--- config.mk ---
export PLATFORM = sky130hd
export DESIGN_NAME = fetch_unit
export DESIGN_NICKNAME = d
export VERILOG_FILES = /design/src/rtl/fetch_pkg.sv /design/src/rtl/fetch_fifo.sv /design/src/rtl/fetch_unit.sv
export SDC_FILE = /design/constraint.sdc
export NUM_CORES = 1
export LEC_CHECK = 0
export ABC_AREA = 1
export CAP_MARGIN = 20
export CORE_AREA = 2 2 211 213
export DETAILED_ROUTE_END_ITERATION = 8
export DIE_AREA = 0 0 213 215
export PLACE_DENSITY_LB_ADDON = 0.3
export SETUP_SLACK_MARGIN = 0.4
export SLEW_MARGIN = 5
export SYNTH_ARGS = -nofsm -noshare
export SYNTH_HDL_FRONTEND = slang
export SYNTH_SLANG_ARGS = --single-unit
--- constraint.sdc ---
create_clock -name clk -period 2 [get_ports clk]
set_input_delay 0.4 -clock clk [delete_from_list [all_inputs] [get_ports clk]]
set_output_delay 0.4 -clock clk [all_outputs]
set_load 0.01 [all_outputs]
--- src/rtl/fetch_pkg.sv ---
// Shared types and constants for the instruction fetch unit and its buffer.
package fetch_pkg;

  localparam int unsigned ILEN    = 32;
  localparam int unsigned PC_INCR = 4;

  typedef enum logic [1:0] {
    IDLE    = 2'd0,
    REQ     = 2'd1,
    WAIT    = 2'd2,
    DISCARD = 2'd3
  } fetch_state_e;

endpackage

--- src/rtl/fetch_fifo.sv ---
// Synchronous fetch buffer: power-of-two ring with occupancy count and flush.
module fetch_fifo #(
  parameter int unsigned WIDTH = 96,
  parameter int unsigned DEPTH = 4
) (
  input  logic                     clk_i,
  input  logic                     rst_ni,
  input  logic                     flush_i,
  input  logic                     push_i,
  input  logic [WIDTH-1:0]         push_data_i,
  input  logic                     pop_i,
  output logic [WIDTH-1:0]         head_data_o,
  output logic                     empty_o,
  output logic [$clog2(DEPTH):0]   count_o
);

  localparam int unsigned AW = $clog2(DEPTH);
  localparam int unsigned CW = AW + 1;

  logic [WIDTH-1:0] mem_q [DEPTH];
  logic [AW-1:0]    wr_ptr_q;
  logic [AW-1:0]    rd_ptr_q;
  logic [CW-1:0]    count_q;
  logic             full_s;
  logic             do_push_s;
  logic             do_pop_s;

  assign full_s    = (count_q == CW'(DEPTH));
  assign empty_o   = (count_q == CW'(0));
  assign do_push_s = push_i & ~full_s;
  assign do_pop_s  = pop_i & ~empty_o;

  // Storage, pointers and count; flush wins over any push or pop in the same cycle.
  always_ff @(posedge clk_i or negedge rst_ni) begin
    if (!rst_ni) begin
      for (int i = 0; i < int'(DEPTH); i++) begin
        mem_q[i] <= '0;
      end
      wr_ptr_q <= '0;
      rd_ptr_q <= '0;
      count_q  <= '0;
    end else if (flush_i) begin
      wr_ptr_q <= '0;
      rd_ptr_q <= '0;
      count_q  <= '0;
    end else begin
      if (do_push_s) begin
        mem_q[wr_ptr_q] <= push_data_i;
        wr_ptr_q        <= wr_ptr_q + AW'(1);
      end
      if (do_pop_s) begin
        rd_ptr_q <= rd_ptr_q + AW'(1);
      end
      case ({do_push_s, do_pop_s})
        2'b10:   count_q <= count_q + CW'(1);
        2'b01:   count_q <= count_q - CW'(1);
        default: count_q <= count_q;
      endcase
    end
  end

  assign head_data_o = mem_q[rd_ptr_q];
  assign count_o     = count_q;

endmodule

--- src/rtl/fetch_unit.sv ---
// Instruction fetch front end: one outstanding memory request, credit-checked
// against a small buffer that feeds decode; redirects flush and retarget fetch.
module fetch_unit
  import fetch_pkg::*;
#(
  parameter int unsigned       XLEN         = 64,
  parameter logic [XLEN-1:0]   RESET_VECTOR = '0,
  parameter int unsigned       FIFO_DEPTH   = 4
) (
  input  logic              clk,
  input  logic              reset,
  input  logic              redirect_valid,
  input  logic [XLEN-1:0]   redirect_pc,
  output logic              imem_req_valid,
  input  logic              imem_req_ready,
  output logic [XLEN-1:0]   imem_req_addr,
  input  logic              imem_rsp_valid,
  input  logic [ILEN-1:0]   imem_rsp_data,
  output logic              out_valid,
  input  logic              out_ready,
  output logic [XLEN-1:0]   out_pc,
  output logic [ILEN-1:0]   out_instr
);

  localparam int unsigned     CW         = $clog2(FIFO_DEPTH) + 1;
  localparam int unsigned     EW         = XLEN + ILEN;
  localparam logic [XLEN-1:0] ALIGN_MASK = ~(XLEN'(2'd3));

  fetch_state_e    state_q, state_d;
  logic [XLEN-1:0] fetch_pc_q, fetch_pc_d;
  logic [XLEN-1:0] issued_pc_q, issued_pc_d;
  logic [XLEN-1:0] fetch_pc_seq_s;
  logic [XLEN-1:0] redirect_tgt_s;
  logic [CW-1:0]   fifo_count_s;
  logic            credit_ok_s;
  logic            req_valid_s;
  logic            push_s;
  logic            pop_s;
  logic            empty_s;
  logic [EW-1:0]   head_s;

  assign redirect_tgt_s = redirect_pc & ALIGN_MASK;
  assign credit_ok_s    = (fifo_count_s < CW'(FIFO_DEPTH));
  assign pop_s          = ~empty_s & out_ready;

  // State, fetch PC and the PC of the request currently in flight.
  always_ff @(posedge clk or negedge reset) begin
    if (!reset) begin
      state_q     <= IDLE;
      fetch_pc_q  <= RESET_VECTOR & ALIGN_MASK;
      issued_pc_q <= '0;
    end else begin
      state_q     <= state_d;
      fetch_pc_q  <= fetch_pc_d;
      issued_pc_q <= issued_pc_d;
    end
  end

  // Next-state, request and push decisions; a redirect overrides the sequential PC.
  always_comb begin
    state_d        = state_q;
    issued_pc_d    = issued_pc_q;
    fetch_pc_seq_s = fetch_pc_q;
    req_valid_s    = 1'b0;
    push_s         = 1'b0;
    case (state_q)
      IDLE: begin
        state_d = REQ;
      end
      REQ: begin
        req_valid_s = credit_ok_s;
        if (credit_ok_s && imem_req_ready) begin
          issued_pc_d    = fetch_pc_q;
          fetch_pc_seq_s = fetch_pc_q + XLEN'(PC_INCR);
          state_d        = redirect_valid ? DISCARD : WAIT;
        end else begin
          state_d = REQ;
        end
      end
      WAIT: begin
        // A response landing with a redirect is the one we would discard, so no DISCARD detour.
        if (imem_rsp_valid) begin
          push_s  = ~redirect_valid;
          state_d = REQ;
        end else begin
          state_d = redirect_valid ? DISCARD : WAIT;
        end
      end
      DISCARD: begin
        if (imem_rsp_valid) begin
          state_d = REQ;
        end else begin
          state_d = DISCARD;
        end
      end
      default: begin
        state_d = IDLE;
      end
    endcase
    fetch_pc_d = redirect_valid ? redirect_tgt_s : fetch_pc_seq_s;
  end

  fetch_fifo #(
    .WIDTH (EW),
    .DEPTH (FIFO_DEPTH)
  ) u_fifo (
    .clk_i       (clk),
    .rst_ni      (reset),
    .flush_i     (redirect_valid),
    .push_i      (push_s),
    .push_data_i ({issued_pc_q, imem_rsp_data}),
    .pop_i       (pop_s),
    .head_data_o (head_s),
    .empty_o     (empty_s),
    .count_o     (fifo_count_s)
  );

  assign imem_req_valid = req_valid_s;
  assign imem_req_addr  = fetch_pc_q;
  assign out_valid      = ~empty_s;
  assign out_pc         = head_s[EW-1:ILEN];
  assign out_instr      = head_s[ILEN-1:0];

endmodule

Yosys cells after proc, flatten, opt, wreduce, memory -nomap -nowiden
Cells that the tools add are included.
{ "classes": {"addsub": 5, "order_cmp": 4, "eq_ne": 6, "mux": 23, "bitwise": 8, "n_reduce_logical": 12} }
{ "ops": {"columns": ["cell", "count"], "rows": [
  ["bitwise mux 384 bit", 1],
  ["two-way mux 96 bit", 3],
  ["binary-select mux 96 bit (select 2 bit)", 1],
  ["demux 96 bit (select 2 bit)", 1],
  ["two-way mux 64 bit", 3],
  ["adder 64 x 3 -> 64 bit, second input constant", 1],
  ["two-way mux 2 bit", 7],
  ["case mux 2 bit (4 select lines)", 1],
  ["nonzero test 2 bit", 4],
  ["equality test 2 bit, second input constant", 3],
  [">= comparator 3 bit, second input constant", 2],
  ["NOT 2 -> 3 bit", 2],
  ["case mux 3 bit (2 select lines)", 1],
  ["AND reduction 2 bit", 3],
  ["adder 2 x 1 -> 2 bit, second input constant", 2],
  ["equality test 2 x 1 -> 1 bit, second input constant", 2],
  ["two-way mux 1 bit", 4],
  ["adder 3 x 1 -> 3 bit, second input constant", 1],
  ["AND 1 bit", 3],
  ["equality test 3 bit, second input constant", 1],
  ["logical NOT 3 bit", 1],
  ["< comparator 3 x 1 -> 1 bit, second input constant", 1],
  ["< comparator 3 bit, second input constant", 1],
  ["two-way mux 3 bit", 1],
  ["other kinds (5)", 8]
]} }
{ "totals": {"ff_bits": 521, "in_bits": 102, "output_inout_bits": 162, "elab_cells": 68} }

Logic depth before layout (Yosys ltp)
Gate-level depths: netlist of run 1.
{ "depth": {"depth_word": 7, "depth_mapped": 12, "depth_no_buf": 11} }

Cells and area by module
A second synthesis of run 1 with hierarchy kept.
{ "unflattened": {"hier_cells": 2888, "hier_area_um2": 24857.6} }
{ "modules_own_cells": {"columns": ["module", "instances", "cells_each", "area_each_um2", "seq_area_each_um2"], "rows": [
  ["fetch_fifo", 1, 1939, 17768.3, 9784.4],
  ["fetch_unit", 1, 949, 7089.3, 3153.0]
]} }

Worst setup path after synthesis of run 1
OpenSTA, ideal clock, no wires.
{ "synth_path": {"path_type": "register to output", "start": "register u_fifo.rd_ptr_q[0]", "end": "output port out_instr[10]", "arrival_ns": 1.468, "t_required_ns": 1.600, "path_slack_ns": 0.132, "path_stages_with_launch": 7, "path_buffers": 3, "path_cell_list": "dfrtp_1 buf_2 clkinv_1 clkbuf_1 clkbuf_1 nor2_1 o22ai_1"} }
{ "synth_between": {"elab_chain_cells": 4} }
{ "synth_rtl": {"columns": ["item", "line", "text"], "rows": [
  ["from (decl)", "fetch_fifo.sv:22", "logic [AW-1:0] rd_ptr_q;"],
  ["from (signal assigned)", "fetch_fifo.sv:52", "rd_ptr_q <= rd_ptr_q + AW'(1);"],
  ["NOT 2 -> 3 bit (not written as such)", "fetch_fifo.sv:62", "assign head_data_o = mem_q[rd_ptr_q];"],
  ["binary-select mux 96 bit (select 2 bit)", "fetch_fifo.sv:62", null],
  ["two-way mux 96 bit (not written as such) (2 in series)", "fetch_fifo.sv:62", null],
  ["to (decl)", "fetch_unit.sv:22", "output logic [ILEN-1:0] out_instr"]
]} }
No other way between the ends. The select of a mux whose other input is x is not followed.

Worst setup path after layout of run 1
{ "layout_path": {"start": "register u_fifo.rd_ptr_q[0]", "end": "output port out_pc[45]"} }
{ "layout_between": {"elab_chain_cells": 4} }
{ "layout_rtl": {"columns": ["item", "line", "text"], "rows": [
  ["NOT 2 -> 3 bit (not written as such)", "fetch_fifo.sv:62", null],
  ["binary-select mux 96 bit (select 2 bit)", "fetch_fifo.sv:62", null],
  ["two-way mux 96 bit (not written as such) (2 in series)", "fetch_fifo.sv:62", null],
  ["to (decl)", "fetch_unit.sv:21", "output logic [XLEN-1:0] out_pc,"]
]} }
No other way between the ends. The select of a mux whose other input is x is not followed.

==> results.yml, run 1 <==
floorplan:
  die_h_um: 215
  design.die.area_um2: 45800
  core-area_um2: 43600
  placementRows: 77
  die_width_um: 213
  floorplan.io_pins: 264
  floorplan.initialDensity_pct: 55.4
worst_setup_path:
  setup.worst_path.end_class: "output port"
  cp.arrival_ps: 2080
  cp_num_buf_inv: 4
  critical_path_peak_fanout: 18
  path_delay_family: "buffers and inverters"
  critical-path-max-stage-delay_ps: 580
  critical_path.slowest_cell: "sky130_fd_sc_hd__dfrtp_4"
  path_common_cell: "sky130_fd_sc_hd__buf_12"
  worstPathCellList: "inv_12, buf_12, buf_12, nor2_1, o22ai_2, buf_2"
  crit_required_ps: 1600
  kind_of_start_point_of_the_critical_path: "flop"
  critical_path_class: "flop to output port"
sta:
  fin_skew_ps: 18.6
  clock.fmax_mhz: 403
  postLayoutSetupSlackWorst_ps: -479
  period_utilization_post_route_pct: 124
  fin_worst_hold_slack_ps: 191
  grt_setup_unrepaired: "true"
  slew_violations: 0
  final_number_of_hold_violating_endpoints: 0
  setup_violations: 156
  layout_min_cycle_time_ps: 2480
placed_design:
  place.gp.congestion: 0.971
  postPlaceCellArea_um2: 28900
  buffer_ports.inserted: 257
  dpl.hpwl_mm: 48.9
clocking:
  tritoncts: "done"
  total_cts_buffers: 52
  clk_transition_reported_paths_ps: 60
  htree_levels: 2
  clock_sink_count: 509
  clock-root-buffer: "sky130_fd_sc_hd__clkbuf_16"
  clk_latency_ps: 600
  max-clock-path-buffers: 3
power:
  power-per-cell-area_nw_per_um2: 1170
  power.ir.vdd_worst_mv: 0.601
  power.leakage_nw: 15.3
synthesis:
  avgSynthCellArea_um2: 10.3
  synth.area.top_cells: "sky130_fd_sc_hd__dfrtp_1, sky130_fd_sc_hd__mux2_1, sky130_fd_sc_hd__mux2_2"
  netlist_top_cells_count: "sky130_fd_sc_hd__dfrtp_1, sky130_fd_sc_hd__nand2_1, sky130_fd_sc_hd__nor2_1"
  yosysMostFrequentCell: "sky130_fd_sc_hd__dfrtp_1"
  synthFlopType: "sky130_fd_sc_hd__dfrtp_1"
  synthArstFlopShare_pct: 100
  ys_ff_latch: 509
  library_cell_occupying_the_most_area_in_the_post_synthesis_netlist: "sky130_fd_sc_hd__dfrtp_1"
  netlist_instances: 2342
  synthesis.yosys.warnings: 0
  synth.lib_cells_used.distinct: 36
  synth_edf_count: 0
  mappedNetlistArea_um2: 24200
  yosysSeqAreaShare_pct: 52.7
  synth_largest_type_area_fraction_pct: 52.7
drt:
  drtAntennaViolNets: 0
  num_vias: 19500
  route.detailed.vias_per_inst: 5.83
  firstDrtPassIters: 5
  drt-wirelength-per-cell_um: 21.9
  route.final.wire_length_mm: 73.1
  detailedRoute.firstIterationViolations: 1693
  drc_errors: 0
global_route:
  global_route.usage.total_pct: 31.2
  grt_pass1_wl_mm: 111
  grt_antenna_before_repair: 3
  largest_net_degree_at_the_start_of_global_routing: 81
  first_global_vias: 19900
  global_route.overflow_total: 0
status:
  run_status: "complete, but fails checks"
  failed_checks: "negative setup slack"
final_layout:
  proportion_of_layout_cells_with_a_drive_suffix_above_1_pct: 25.9
  area_overhead_of_the_layout_relative_to_synthesis_pct: 29.0
  fin_nets: 2815
  final_instance_area_um2: 31200
worst_hold_path:
  hold_class: "input pin to flop"
run:
  drv_cap: 0
[worst register-to-register path, stage by stage (launching register included)]
cell	delay (ps)
sky130_fd_sc_hd__dfrtp_1	430
sky130_fd_sc_hd__ha_2	250
sky130_fd_sc_hd__nand2_2	90
sky130_fd_sc_hd__nor2_4	180
sky130_fd_sc_hd__nand2_2	140
sky130_fd_sc_hd__nor2_4	250
sky130_fd_sc_hd__nand2_2	200
sky130_fd_sc_hd__nor2_1	130
sky130_fd_sc_hd__nand2_1	60
sky130_fd_sc_hd__nand3_1	130
sky130_fd_sc_hd__nand2_1	60
[where the power goes]
group | internal, W | leakage [nW] | switching [W] | total [W]
combinational | 0.00597 | 7.66 | 0.00702 | 0.0130
sequential | 0.0119 | 6.84 | 0.00185 | 0.0138
clock | 0.00569 | 0.839 | 0.00406 | 0.00975
total | 0.0236 | 15.3 | 0.0129 | 0.0365
[cell families after synthesis]
family / after synthesis / synth area share (%)
AND/OR/NAND/NOR: 753 / 12.6
multiplexers: 376 / 17.5
other: 1 / 0.0155
AO/OA/AOI/OAI: 434 / 10.1
adder cells (fa/ha/maj): 6 / 0.341
buffers and inverters: 241 / 5.99
XOR/XNOR: 22 / 0.797
flip-flops: 509 / 52.7
[registers in the layout (all words and copies together) (netlist names)]
signal,flops
u_fifo.count_o,3
state_q,2
u_fifo.wr_ptr_q,2
u_fifo.mem_q,376
issued_pc_q,62
imem_req_addr,62
u_fifo.rd_ptr_q,2
[cell type report]
class | count | area (um2)
Tap cell | 592 | 741
Sequential cell | 509 | 12700
Multi-Input combinational cell | 1595 | 11000
Antenna cell | 2 | 5.00
Clock inverter | 14 | 155
Timing Repair Buffer | 445 | 4600
Fill cell | 3009 | 12400
Inverter | 104 | 405
Clock buffer | 79 | 1540
[metrics by stage]
stage / TNS (ps) / power (W) / setup WS (ps) / utilization (%) / std cells
6_report: -41780 / 0.0365 / -479 / 71.5 / 3340
5_1_grt: -51000 / 0.0382 / -564 / 71.5 / 3340
4_1_cts: -45510 / 0.0356 / -543 / 70.0 / 3313
3_5_place_dp: -108940 / 0.0262 / -302 / 66.2 / 3211
3_3_place_gp: -99280 / 0.0258 / -264 / 66.2 / 3211
2_1_floorplan: 0 / 0.0196 / 207 / - / 2345
[timing repair]
item	in CTS	in global routing
resized for setup	458	214
buffers inserted	4	13
hold endpoints to repair	26	0
cloned	4	12
pin swaps	20	24
hold buffers	1	0
endpoints found under the setup margin	595	620
[path summary, 6_finish.rpt]
check	to	slack, ps	depth (start not counted)	startpoint
min in group asynchronous	u_fifo.mem_q[29]	290	2	reset
hold reg to reg	u_fifo.mem_q[176]	480	1	u_fifo.mem_q[176]
max in group asynchronous	u_fifo.mem_q[292]	920	3	reset
setup reg to reg	imem_req_addr[42]	-30	10	imem_req_addr[2]
setup / recovery	out_pc[45]	-480	6	u_fifo.rd_ptr_q[0]
hold / removal	state_q[0]	190	3	redirect_valid
[per-layer routing]
metal	vias to the layer above	routed length [um]	global-route usage (%)	share of wire [%]
li1	8740	-	-	-
met1	9856	30700	42.1	42
met2	716	35100	50.5	48
met3	146	4850	6.05	6.6
met4	2	2440	11.2	3.3
met5	-	8	0	0.011
[cell usage in the layout (no fill, tap or decap), drive strengths merged, types with 3 or more instances in the layout]
cell / netlist / layout
a21oi: 6 / 6
a22oi: 53 / 53
buf: 62 / 267
bufinv: 0 / 3
clkbuf: 75 / 94
clkdlybuf4s50: 0 / 160
clkinv: 1 / 8
conb: 1 / 4
dfrtp: 509 / 509
ha: 5 / 5
inv: 103 / 106
mux2: 376 / 376
nand2: 355 / 355
nand3: 71 / 71
nand4: 7 / 7
nor2: 317 / 317
o21ai: 275 / 275
o221ai: 3 / 3
o22ai: 94 / 94
xnor2: 3 / 3
xor2: 19 / 19
Power figures use the tool's default switching activity.
==> inputs of run 2 (changes only) <==
Settings changed: CORE_AREA 2 2 211 213 to 2 2 209 211, DIE_AREA 0 0 213 215 to 0 0 211 213.
==> results.yml, run 2 (synthesized netlist as in run 1, its figures left out) <==
status:
  run_status: "complete, but fails checks"
  failed_checks: "negative setup slack"
sta:
  clock.fmax_mhz: 372
  setup-tns-final_ps: -51860
  period_utilization_post_route_pct: 135
  postLayoutSetupSlackWorst_ps: -691
  worst_pin_slew_ps: 694
  fin_skew_ps: 18.6
  fin_worst_hold_slack_ps: 314
  setup_violations: 340
  slew_violations: 0
  grt_setup_unrepaired: "true"
  layout_min_cycle_time_ps: 2690
  worst_slew_margin_rel_pct: 53.7
  final_number_of_hold_violating_endpoints: 0
final_layout:
  area_overhead_of_the_layout_relative_to_synthesis_pct: 43.4
  fin_nets: 2965
  final_instance_area_um2: 34700
  commonest_non_fill_non_tap_cell_in_the_layout: "sky130_fd_sc_hd__dfrtp_1"
  largest_reg_flops: 376
  antenna_cells: 0
  registers.top_by_ff_count: "u_fifo.mem_q"
  most-common-layout-cells: "sky130_fd_sc_hd__dfrtp_1, sky130_fd_sc_hd__nand2_1, sky130_fd_sc_hd__nor2_1, sky130_fd_sc_hd__mux2_4, sky130_fd_sc_hd__buf_4"
  n_fill_cell: 2258
  proportion_of_layout_cells_with_a_drive_suffix_above_1_pct: 41.5
floorplan:
  design.die.area_um2: 44900
  core-area_um2: 42700
  placementRows: 76
  die_width_um: 211
  die_h_um: 213
  floorplan.io_pins: 264
  floorplan.initialDensity_pct: 56.6
worst_setup_path:
  crit_required_ps: 1600
  start_point_of_the_critical_path: "u_fifo.rd_ptr_q[0]"
  critical_path_class: "flop to output port"
  setup.worst_path.end_class: "output port"
  kind_of_start_point_of_the_critical_path: "flop"
  slack_of_the_worst_reg_to_reg_path_ps: -160
  critical_path_peak_fanout: 9
  cp.arrival_ps: 2290
  r2r_start: "u_fifo.count_o[1]"
clocking:
  clock_sink_count: 509
  htree_levels: 2
  clock-root-buffer: "sky130_fd_sc_hd__clkbuf_16"
  max-clock-path-buffers: 3
  tritoncts: "done"
  clk_transition_reported_paths_ps: 70
  clk_latency_ps: 610
  total_cts_buffers: 52
global_route:
  first_global_vias: 21700
  grt_antenna_before_repair: 4
  grt_pass1_wl_mm: 126
  global_route.overflow_total: 0
  largest_net_degree_at_the_start_of_global_routing: 103
  global_route.usage.total_pct: 36.7
placed_design:
  postPlaceCellArea_um2: 28500
  dpl.hpwl_mm: 46.7
  place.gp.congestion: 0.949
  buffer_ports.inserted: 257
drt:
  drtAntennaViolNets: 0
  route.final.wire_length_mm: 95.7
  drc_errors: 0
  detailedRoute.firstIterationViolations: 2362
  num_vias: 22300
  firstDrtPassIters: 5
  drt-wirelength-per-cell_um: 27.8
  route.detailed.vias_per_inst: 6.48
run:
  drv_cap: 0
worst_hold_path:
  hold_class: "input pin to async pin"
power:
  power.leakage_nw: 16.7
  power-per-cell-area_nw_per_um2: 1160
  power.total_w: 0.0402
  power.ir.vdd_worst_mv: 0.667
## run 2: cell count changes in the layout (fill, tap and decap cells not counted), moves of 30 or more
cell | before | now
sky130_fd_sc_hd__buf_16 | 4 | 35
sky130_fd_sc_hd__mux2_2 | 136 | 77
sky130_fd_sc_hd__dfrtp_1 | 507 | 469
sky130_fd_sc_hd__buf_6 | 24 | 94
sky130_fd_sc_hd__mux2_4 | 0 | 174
sky130_fd_sc_hd__mux2_1 | 240 | 125
sky130_fd_sc_hd__clkdlybuf4s50_1 | 160 | 97
sky130_fd_sc_hd__nor2_1 | 255 | 205
sky130_fd_sc_hd__o21ai_2 | 24 | 54
sky130_fd_sc_hd__buf_2 | 76 | 112
sky130_fd_sc_hd__dfrtp_2 | 1 | 39
sky130_fd_sc_hd__buf_4 | 107 | 163
## run 2: per-layer routing
layer	up-vias	track usage (%)	share of wire, %
li1	9038	-	-
met3	506	7.40	10
met1	11100	47.2	37
met5	-	0	0.053
met4	8	16.7	6.7
met2	1621	60.3	46
## run 2: area by class of cell
| cell class | instances | area, um2 | share of cell area, % |
|---|---|---|---|
| repair inverters | 1 | 11.3 | 0.0325 |
| flip-flops and latches | 509 | 12800 | 36.9 |
| clock inverters | 13 | 168 | 0.484 |
| multi-input cells | 1595 | 12300 | 35.5 |
| well taps | 546 | 683 | 1.97 |
| inverters | 104 | 420 | 1.21 |
| repair buffers | 594 | 6670 | 19.3 |
| clock buffers | 80 | 1610 | 4.64 |
## run 2: timing repair
item                                    in CTS  in global routing
hold endpoints to repair                    35                  0
endpoints found under the setup margin     598                640
gates cloned                                27                 27
pin swaps                                   49                 37
setup buffers                              121                 35
hold buffers                                 1                  0
gates resized for setup                   1119                373
## run 2: critical path, cell delays in order (launching register included)
cell	delay (ps)
sky130_fd_sc_hd__dfrtp_4	570
sky130_fd_sc_hd__buf_12	230
sky130_fd_sc_hd__buf_12	150
sky130_fd_sc_hd__o21ai_1	110
sky130_fd_sc_hd__o22ai_2	390
sky130_fd_sc_hd__buf_2	220
## run 2: worst paths after layout
| check | endpoint | depth (start not counted) |
|---|---|---|
| max in group asynchronous | imem_req_addr[50] | 3 |
| max reg2reg | u_fifo.count_o[0] | 11 |
| max | out_pc[18] | 5 |
| min reg2reg | u_fifo.mem_q[355] | 1 |
| min | u_fifo.mem_q[223] | 2 |
| min in group clk | state_q[0] | 5 |
## run 2: where the power goes
group          leakage [nW]  switching, W  internal (W)
Clock                 0.881       0.00427       0.00602
Sequential             6.79       0.00202        0.0120
Combinational          9.08       0.00856       0.00738
## run 2: per-stage QoR
step	utilization [%]	std cells	setup slack, ps
6_report	81.2	3442	-691
3_5_place_dp	66.8	3138	-277
2_1_floorplan	-	2345	207
4_1_cts	76.1	3380	-537
3_3_place_gp	66.8	3138	-247
5_1_grt	81.2	3442	-649
